==> src/rtl/alu_sequencer.sv <==
// rtl/alu_sequencer.sv - register-file owner that sequences a shared combinational ALU
// Accepts one instruction at a time, iterates the ALU 1..8 times feeding the result back as op1, writes the result back.
module alu_sequencer #(
  parameter int NREG = 8,
  parameter int W    = 8
) (
  input  logic         clk,
  input  logic         rst_n,
  input  logic         in_valid,
  output logic         in_ready,
  input  logic [2:0]   in_op,
  input  logic [2:0]   in_rd,
  input  logic [2:0]   in_rs1,
  input  logic [2:0]   in_rs2,
  input  logic [2:0]   in_rep,
  input  logic         wr_en,
  input  logic [2:0]   wr_addr,
  input  logic [W-1:0] wr_data,
  input  logic [2:0]   rd_addr,
  output logic [W-1:0] rd_data,
  output logic [W-1:0] alu_op1,
  output logic [W-1:0] alu_op2,
  output logic [2:0]   alu_sel,
  input  logic [W-1:0] alu_out,
  input  logic         alu_co,
  output logic         done,
  output logic [W-1:0] done_data,
  output logic         carry,
  output logic         err
);

  typedef enum logic [1:0] {
    S_IDLE = 2'd0,
    S_EXEC = 2'd1,
    S_WB   = 2'd2,
    S_ERR  = 2'd3
  } state_t;

  state_t       r_state;
  state_t       w_next;
  logic [W-1:0] r_rf [NREG];
  logic [W-1:0] r_a;
  logic [W-1:0] r_b;
  logic [2:0]   r_op;
  logic [2:0]   r_rd;
  logic [2:0]   r_rep;
  logic [2:0]   r_iter;
  logic         r_carry;
  logic         r_done;
  logic         r_err;
  logic [W-1:0] r_done_data;

  logic w_accept;
  logic w_legal;
  logic w_last;
  logic w_carry_op;

  assign w_accept   = (r_state == S_IDLE) && in_valid;
  assign w_legal    = (in_op != 3'b100) && (in_op != 3'b101);
  assign w_last     = (r_iter == r_rep);
  assign w_carry_op = (r_op == 3'b000) || (r_op == 3'b001) || (r_op == 3'b011);

  always_ff @(posedge clk or negedge rst_n) begin
    if (!rst_n) begin
      r_state <= S_IDLE;
    end else begin
      r_state <= w_next;
    end
  end

  always_comb begin
    w_next = r_state;
    case (r_state)
      S_IDLE: if (w_accept) w_next = w_legal ? S_EXEC : S_ERR;
      S_EXEC: if (w_last) w_next = S_WB;
      S_WB:   w_next = S_IDLE;
      S_ERR:  w_next = S_IDLE;
      default: w_next = S_IDLE;
    endcase
  end

  // Operand reads see the register file before any same-edge host write.
  always_ff @(posedge clk or negedge rst_n) begin
    if (!rst_n) begin
      for (int i = 0; i < NREG; i++) r_rf[i] <= '0;
      r_a         <= '0;
      r_b         <= '0;
      r_op        <= 3'b111;
      r_rd        <= '0;
      r_rep       <= '0;
      r_iter      <= '0;
      r_carry     <= 1'b0;
      r_done      <= 1'b0;
      r_err       <= 1'b0;
      r_done_data <= '0;
    end else begin
      r_done <= 1'b0;
      r_err  <= 1'b0;
      case (r_state)
        S_IDLE: begin
          if (wr_en) r_rf[wr_addr] <= wr_data;
          if (w_accept) begin
            r_op   <= in_op;
            r_rd   <= in_rd;
            r_rep  <= in_rep;
            r_iter <= '0;
            r_a    <= r_rf[in_rs1];
            r_b    <= r_rf[in_rs2];
            r_err  <= !w_legal;
          end
        end
        S_EXEC: begin
          r_a <= alu_out;
          if (w_carry_op) r_carry <= alu_co;
          if (w_last) begin
            r_done      <= 1'b1;
            r_done_data <= alu_out;
          end else begin
            r_iter <= r_iter + 3'd1;
          end
        end
        S_WB: r_rf[r_rd] <= r_a;
        default: ;
      endcase
    end
  end

  assign in_ready  = (r_state == S_IDLE);
  assign rd_data   = r_rf[rd_addr];
  assign alu_op1   = r_a;
  assign alu_op2   = r_b;
  assign alu_sel   = r_op;
  assign done      = r_done;
  assign done_data = r_done_data;
  assign carry     = r_carry;
  assign err       = r_err;

endmodule

==> config.mk <==
export PLATFORM = sky130hd
export DESIGN_NAME = alu_sequencer
export DESIGN_NICKNAME = d
export VERILOG_FILES = /design/src/rtl/alu_sequencer.sv
export SDC_FILE = /design/constraint.sdc
export NUM_CORES = 1
export LEC_CHECK = 0
export ABC_AREA = 0
export CORE_UTILIZATION = 60
export CTS_CLUSTER_DIAMETER = 80
export DETAILED_ROUTE_END_ITERATION = 10
export DONT_BUFFER_PORTS = 1
export PLACE_DENSITY_LB_ADDON = 0.1
export SYNTH_ARGS = -nofsm -noshare
export SYNTH_HDL_FRONTEND = slang
export SYNTH_SLANG_ARGS = --single-unit
export TNS_END_PERCENT = 10
==> constraint.sdc <==
create_clock -name clk -period 2.87 [get_ports clk]
set_input_delay 0.287 -clock clk [delete_from_list [all_inputs] [get_ports clk]]
set_output_delay 0.287 -clock clk [all_outputs]
set_load 0.02 [all_outputs]
==> out/results.tsv, run 1 <==
stage	metric	value	unit
status	status	finished clean	
drt	via_per_inst	7.308	
floorplanning	die_x	104.7	um
finish	final_common_cell	dfrtp_1	
finish	num-nets-final	625	
critical_path	crit_family	simple AND/OR/NAND/NOR gates	
sta	hold_ws	0.02748	ns
placed_design	port_buffers	0	
hold_path	hold_path.class	input pin to register	
drt	routed_wl	20060	um
critical_path	reg2reg_depth	6	
synthesis	synth.top_cells.by_area	dfrtp_1, mux2_2, mux4_2, a2bb2oi_1, o21ai_0	
power	p_per_area	1085	nW/um^2
clock_network	cts_resized	0	
synthesis	synth-simple-area-share	0.1441	
global_route	antenna_found_initial	0	
critical_path	worst-path-stages	6	
global_route	track_usage	0.3823	
sta	worstMarginPinSlew	0.8648	ns
critical_path	crit_fanout	18	
synthesis	synth-edff-count	0	
clock_network	cts.htree.levels	3	
synthesis	synth_top_family_by_area	multiplexers	
synthesis	synth_xor_area_frac	0.004156	
clock_network	cts_tree	done	
sta	hold_viol_final	0	
power	peakVddDrop	0.7368	mV
sta	setup_viol	0	
synthesis	yosys.area_share.adder	0.001979	
finish	fin_cells	723	
critical_path	crit_path_frequent_cell	buf_4	
clock_network	cts_root_buf	clkbuf_8	
flow_run	drv_cap	0	
drt	drt_iter0_drc	650	
clock_network	clock_latency	0.39	ns
sta	drv_slew	0	
synthesis	synthDominantCellAreaShare	0.4037	
critical_path	crit_path_top_delay_cell	dfrtp_1	
clock_network	clock_path_buffers	2	
synthesis	synth-compound-area-share	0.1821	
critical_path	critPathArrivalTime	2.36	ns
synthesis	synth_mux_area_frac	0.2159	
clock_network	cts_setup_buffers	0	
power	leakagePower	0.002691	uW
drt	drc	0	
global_route	grt_pass1_vias	5277	
finish	antenna_cells	0	
synthesis	synth-seq-cells	105	
synthesis	synth-warning-count	0	
critical_path	critPathLaunchType	register	
critical_path	critPathRequiredTime	3.15	ns
sta	rsz0062_at_grt	false	
finish	drive_above_1_share	0.1755	
synthesis	synth-async-reset-ratio	1.000	
sta	fin_setup_tns	0	ns
synthesis	syn_area_per_cell	10.52	um^2
clock_network	clock-sinks	105	
placed_design	place.gp.congestion	0.9459	
placed_design	post-dp-hpwl	13910	um
critical_path	crit_buf_inv	2	
sta	period_needed	2.080	ns
critical_path	crit_type	register to register	
drt	vias	5284	
hold_path	holdPathStages	2	
sta	max_slew_margin	0.4229	
synthesis	synth.distinct_cells	47	
critical_path	critical_path.max_stage_delay	0.53	ns
floorplanning	start_util	0.6152	
synthesis	synth-main-ff-cell	dfrtp_1	
critical_path	crit_chain	nor2_1 > buf_4 > nand2_1 > buf_4 > nor3b_1 > or2_2	
global_route	grt_overflow	0	
drt	wl_per_cell	27.74	um
finish	area_delta_synth_final	3.740	%
sta	fmax	0.4807	GHz
sta	timing.final.crit_share	0.7249	
finish	final_cell_mix	dfrtp_1, o21ai_0, nand2_1	
synthesis	synthCells	601	
synthesis	synthesis.nets	644	
synthesis	yosysTopAreaCell	dfrtp_1	
floorplanning	core-area	10280	um^2
drt	first_pass_iters	5	
floorplanning	io_pins	81	
drt	antenna_left	0	
placed_design	place_inst	704	
floorplanning	num_rows	37	
clock_network	cts_made_buffers	9	
sta	clock_skew	0.01273	ns
global_route	grt_pass1_wl	30950	um
floorplanning	die_h	104.7	um
global_route	grt_max_degree	106	
clock_network	postCtsHoldBufs	3	
floorplanning	fp.dieArea	10950	um^2
critical_path	cp-end-kind	register	
clock_network	path_clk_slew	0.11	ns
synthesis	syn_area	6322	um^2
synthesis	ys_seq_area_frac	0.4162	
power by group:
group / total [uW] / switching (uW) / internal [uW]
Sequential: 3590 / 1350 / 2240
Clock: 930 / 590 / 340
Combinational: 2590 / 1200 / 1400
Total: 7120 / 3140 / 3970
cell families (layout without fill, tap and decap cells):
| family | count (synthesis) | after routing |
|---|---|---|
| mux | 100 | 100 |
| compound gates | 172 | 172 |
| buf+inv | 41 | 27 |
| simple gates | 179 | 179 |
| fa+ha+maj | 1 | 1 |
| xor+xnor | 3 | 3 |
| flops | 105 | 105 |
stage by stage:
step	area, um^2	setup WS [ns]	total power [uW]	utilization
after detailed placement	6316	0.7926	6067	0.6146
after CTS	6559	0.7778	7025	0.6382
after global placement	6316	0.8385	5946	0.6146
after global routing	6559	0.5971	7475	0.6382
after floorplan	6322	1.027	5248	-
final	6559	0.7895	7115	0.6382
flip-flops by register name, summed over array words and instances, names as in the netlist, 2 cells and up:
| name | cells |
|---|---|
| alu_op2 | 8 |
| r_rep | 3 |
| r_state | 2 |
| r_rd | 3 |
| r_iter | 3 |
| alu_op1 | 8 |
| r_rf | 64 |
| done_data | 8 |
| alu_sel | 3 |
worst paths after layout:
check                           start         end  slack [ns]
max in group asynchronous       rst_n  alu_sel[1]        1.90
min                        wr_addr[1]     r_rf[8]        0.03
min reg2reg                  r_rep[1]    r_rep[1]        0.54
min in group asynchronous       rst_n    r_rf[60]        0.52
max                        r_state[0]  r_state[1]        0.79
max reg2reg                r_state[0]  r_state[1]        0.79
synthesized netlist by cell type, types with 2 or more instances:
cell,number
dfrtp_1,102
o21ai_0,70
nand2_1,64
a2bb2oi_1,48
mux2_2,42
nand3_1,38
mux2i_1,34
nor2_1,28
mux4_2,21
a22oi_1,16
nor2b_1,16
buf_2,15
a21oi_1,14
a221o_1,8
nor3_1,8
o22ai_1,8
buf_1,7
clkbuf_1,6
nand2_2,6
buf_4,5
and2_1,3
dfstp_2,3
inv_1,3
mux4_1,3
nand4_1,3
nor3b_4,3
xnor2_1,3
a22o_1,2
a31oi_1,2
buf_6,2
clkbuf_2,2
area by class of cell:
cell class | count | area [um^2]
Clock inverter | 7 | 71.32
Clock buffer | 9 | 123.9
Timing Repair Buffer | 8 | 85.08
Fill cell | 856 | 3719
Multi-Input combinational cell | 455 | 3466
Sequential cell | 105 | 2631
Tap cell | 136 | 170.2
Inverter | 3 | 11.26
metal layers:
| layer | part of all wire | vias up | GRT usage |
|---|---|---|---|
| met5 | 0 | - | 0 |
| met3 | 0.14 | 74 | 0.1129 |
| met1 | 0.38 | 2562 | 0.5242 |
| met2 | 0.44 | 420 | 0.5615 |
| li1 | - | 2228 | - |
| met4 | 0.048 | 0 | 0.1771 |
Note: power is estimated with default switching activity, not from simulation.
==> run 2, diff against run 1 <==
- CORE_UTILIZATION: 60 -> 58
- clock period: 2.87 -> 1.85 ns (I/O delays scaled with it)
==> out/results.tsv, run 2 (synthesized netlist as in run 1, its figures left out) <==
stage	metric	value	unit
power	leakagePower	0.002983	uW
clock_network	path_clk_slew	0.12	ns
critical_path	crit_fanout	2	
finish	final_cell_mix	dfrtp_1, o21ai_0, nand2_1	
sta	period_needed	1.876	ns
drt	first_pass_iters	5	
critical_path	critPathLaunchType	register	
flow_run	drv_cap	0	
critical_path	cp-end-kind	output pin	
sta	max_slew_margin	0.2523	
clock_network	clock_latency	0.39	ns
hold_path	hold_path.class	input pin to async pin	
finish	largest_register_ffs	64	
finish	num-nets-final	682	
clock_network	clock-sinks	105	
floorplanning	die_h	106.4	um
clock_network	cts_root_buf	clkbuf_8	
sta	rsz0062_at_grt	true	
critical_path	critPathArrivalTime	1.69	ns
floorplanning	num_rows	37	
sta	timing.final.crit_share	1.014	
global_route	antenna_found_initial	0	
critical_path	rrSetupSlack	0.10	ns
drt	wl_per_cell	26.76	um
sta	setup_viol	7	
sta	drv_slew	0	
finish	area_delta_synth_final	12.49	%
critical_path	reg2reg_depth	5	
sta	hold_viol_final	105	
finish	final_common_cell	dfrtp_1	
floorplanning	fp.dieArea	11320	um^2
drt	via_per_inst	7.049	
placed_design	place.gp.congestion	0.9085	
sta	fmax	0.5330	GHz
drt	routed_wl	20900	um
power	power.total	11910	uW
floorplanning	start_util	0.6043	
finish	drive_above_1_share	0.2345	
critical_path	critPathRequiredTime	1.66	ns
placed_design	post-dp-hpwl	14400	um
power	peakVddDrop	0.9607	mV
sta	worstMarginPinSlew	1.118	ns
placed_design	place_inst	717	
drt	vias	5505	
status	violations	negative hold slack, negative setup slack	
clock_network	cts_made_buffers	9	
floorplanning	die_x	106.4	um
power	p_per_area	1675	nW/um^2
critical_path	crit_type	register to output pin	
finish	regMostFlops	r_rf	
placed_design	port_buffers	0	
drt	drt_iter0_drc	714	
sta	clock_skew	0.02023	ns
floorplanning	io_pins	81	
drt	antenna_left	0	
status	status	finished, violations left	
finish	final_core_util	0.6797	
sta	worst_slack	-0.02629	ns
global_route	track_usage	0.3893	
global_route	grt_pass1_wl	31960	um
placed_design	pre_cts_slack	0.05224	ns
critical_path	r2r_end	r_rf[33]	
global_route	grt_pass1_vias	5233	
sta	hold_ws	-0.5198	ns
global_route	grt_max_degree	106	
clock_network	cts.htree.levels	3	
critical_path	timing.rr.start	r_state[0]	
clock_network	cts_tree	done	
global_route	grt_overflow	0	
drt	drc	0	
finish	fin_cells	781	
clock_network	postCtsHoldBufs	27	
clock_network	clock_path_buffers	2	
floorplanning	core-area	10460	um^2
==> run 2: cell type report <==
class / instances / area [um^2]
Antenna cell: 1 / 2.502
Clock buffer: 10 / 137.6
Clock inverter: 6 / 67.56
Fill cell: 857 / 3351
Inverter: 3 / 11.26
Multi-Input combinational cell: 455 / 3525
Sequential cell: 105 / 2643
Tap cell: 136 / 170.2
Timing Repair Buffer: 65 / 555.5
==> run 2: what timing repair did <==
item / in CTS / in global routing
resized for setup: 16 / 9
endpoints found under the setup margin: 8 / 54
setup buffers: 18 / 4
cloned: 0 / 0
pin swaps: 0 / 3
endpoints found under the hold margin: 164 / 105
==> run 2: per-stage QoR <==
step                setup TNS, ns  cell area (um^2)
finish                   -0.09389              7112
global route              -0.2125              7109
CTS                      -0.04189              7049
detailed placement              0              6414
global placement                0              6414
floorplan                       0              6322
==> run 2: power by group <==
group / total (uW) / switching (uW) / internal [uW]
logic: 4840 / 2230 / 2610
registers: 5580 / 2090 / 3500
clock network: 1490 / 915 / 572
==> run 2: critical path, cell delays in order (launching register included) <==
cell and delay [ns]:
dfrtp_1 0.42, mux4_2 0.54, mux2_4 0.34
==> run 2: worst max path at each step <==
stage                  to  cells after the start  startpoint
2_1_floorplan  alu_op2[0]                      8  r_state[0]
3_3_place_gp      r_rf[2]                      5  r_state[0]
3_5_place_dp      r_rf[2]                      5  r_state[0]
4_1_cts        rd_data[3]                      2    r_rf[35]
5_1_grt        rd_data[3]                      2    r_rf[35]
6_report       rd_data[3]                      2    r_rf[35]
==> run 2: metal layers <==
layer	track usage	vias to the layer above	routed length [um]
li1	-	2349	-
met4	0.1647	0	865
met2	0.5584	378	8954
met5	0	-	0
met1	0.5423	2726	8249
met3	0.1275	52	2830
==> run 3, diff against run 2 <==
- REMOVE_ABC_BUFFERS: not set -> 1
==> out/results.tsv, run 3 (synthesized netlist as in run 1, its figures left out) <==
stage	metric	value	unit
critical_path	crit_path_end	rd_data[7]	
clock_network	clock_path_buffers	2	
global_route	antenna_found_initial	1	
placed_design	place.gp.congestion	0.9792	
sta	clock_skew	0.01727	ns
clock_network	cts.htree.levels	3	
floorplanning	fp.dieArea	11320	um^2
placed_design	post-dp-hpwl	14410	um
critical_path	cp-startpoint	r_rf[7]	
critical_path	crit_path_top_delay_cell	mux4_2	
floorplanning	core-area	10460	um^2
drt	via_per_inst	7.195	
sta	hold_viol_final	105	
finish	final_cell_mix	dfrtp_1, o21ai_0, nand2_1	
sta	worstMarginPinSlew	0.6420	ns
status	status	finished, violations left	
sta	max_slew_margin	0.5711	
power	leakagePower	0.003041	uW
clock_network	cts_root_buf	clkbuf_8	
sta	rsz0062_at_grt	true	
power	p_switching	4644	uW
critical_path	rrSetupSlack	0.10	ns
clock_network	cts_made_buffers	9	
sta	hold_ws	-0.5059	ns
drt	drt_iter0_drc	564	
finish	area_delta_synth_final	13.64	%
finish	largest_register_ffs	64	
power	p_int	6803	uW
power	peakVddDrop	1.188	mV
hold_path	hold_path.class	input pin to async pin	
critical_path	critPathLaunchType	register	
finish	final_cell_area	7184	um^2
sta	timing.final.crit_share	1.002	
global_route	grt_max_degree	106	
sta	worst_slack	-0.004454	ns
sta	period_needed	1.854	ns
drt	antenna_left	0	
clock_network	path_clk_slew	0.11	ns
finish	num-nets-final	688	
power	p_per_area	1593	nW/um^2
status	violations	negative hold slack, negative setup slack	
placed_design	port_buffers	0	
placed_design	pre_cts_slack	0.1109	ns
critical_path	critical_path.max_stage_delay	0.53	ns
flow_run	drv_cap	0	
finish	regMostFlops	r_rf	
floorplanning	die_x	106.4	um
clock_network	cts_tree	done	
power	p_sw_frac	0.4057	
floorplanning	io_pins	81	
critical_path	crit_fanout	4	
finish	antenna_cells	0	
sta	fmax	0.5392	GHz
finish	fin_cells	785	
drt	vias	5648	
critical_path	crit_family	multiplexers	
clock_network	postCtsHoldBufs	27	
critical_path	worst-path-stages	2	
critical_path	timing.rr.start	r_state[1]	
clock_network	clock-sinks	105	
finish	final_common_cell	dfrtp_1	
drt	first_pass_iters	5	
global_route	grt_pass1_wl	33170	um
critical_path	cp-end-kind	output pin	
clock_network	clock_latency	0.38	ns
drt	wl_per_cell	27.85	um
power	p_clk_frac	0.147	
floorplanning	num_rows	37	
critical_path	reg2reg_depth	4	
power	p_comb_frac	0.383	
sta	drv_slew	0	
floorplanning	die_h	106.4	um
clock_network	cts_setup_buffers	0	
critical_path	r2r_end	r_rf[52]	
drt	drc	0	
critical_path	crit_type	register to output pin	
global_route	grt_overflow	0	
placed_design	place_area	6621	um^2
critical_path	crit_buf_inv	0	
global_route	grt_pass1_vias	5754	
finish	drive_above_1_share	0.2250	
power	p_seq_frac	0.470	
sta	setup_viol	1	
critical_path	crit_chain	mux4_2 > mux2_4	
critical_path	critPathRequiredTime	1.66	ns
placed_design	place_inst	743	
global_route	track_usage	0.4058	
drt	routed_wl	21860	um
floorplanning	start_util	0.6043	
critical_path	critPathArrivalTime	1.67	ns
## run 3: cell count changes in the layout (fill, tap and decap cells not counted), moves of 3 or more
cell / before / now
dfrtp_2: 9 / 0
bufinv_16: 0 / 3
dfrtp_1: 93 / 102
inv_8: 3 / 0
buf_4: 38 / 43
## run 3: power groups by stage
stage          clock network [uW]  logic [uW]  registers, uW
2_1_floorplan                   0        3190           4790
3_3_place_gp                    0        4050           5280
3_5_place_dp                    0        4170           5330
5_1_grt                      1780        4700           5500
4_1_cts                      1700        4290           5300
6_report                     1690        4380           5380
## run 3: area by class of cell
class / count / area (um^2)
fill: 834 / 3278
timing repair buffer: 71 / 623.1
sequential: 105 / 2631
inverter: 3 / 11.26
clock inverter: 6 / 107.6
tap: 136 / 170.2
multi-input combinational: 455 / 3517
clock buffer: 9 / 123.9
## run 3: what timing repair did
| item | 4_1_cts | 5_1_grt |
|---|---|---|
| endpoints found under the setup margin | 3 | 30 |
| endpoints found under the hold margin | 164 | 105 |
| resized for setup | 3 | 11 |
## run 3: through the flow
stage,power (uW),setup TNS [ns],util
2_1_floorplan,7976,-7.071,-
3_3_place_gp,9324,0,0.6329
3_5_place_dp,9504,0,0.6329
4_1_cts,11290,-0.003090,0.6829
5_1_grt,11980,-0.02560,0.6867
6_report,11450,-0.004454,0.6867
## run 3: how the worst min path moves through the flow
stage,startpoint,end,depth (start not counted)
6_report,rst_n,alu_op2[2],0
5_1_grt,rst_n,r_rf[32],0
4_1_cts,rst_n,alu_op2[2],0
3_5_place_dp,rst_n,r_rf[19],0
3_3_place_gp,rst_n,r_rf[29],0
2_1_floorplan,rst_n,alu_op1[0],0
## run 3: per-layer routing
| metal | vias up | routed length [um] | GRT usage |
|---|---|---|---|
| met1 | 2754 | 8075 | 0.5277 |
| li1 | 2361 | - | - |
| met4 | 0 | 1156 | 0.2034 |
| met2 | 442 | 9665 | 0.6006 |
| met3 | 91 | 2964 | 0.1435 |
| met5 | - | 0 | 0 |
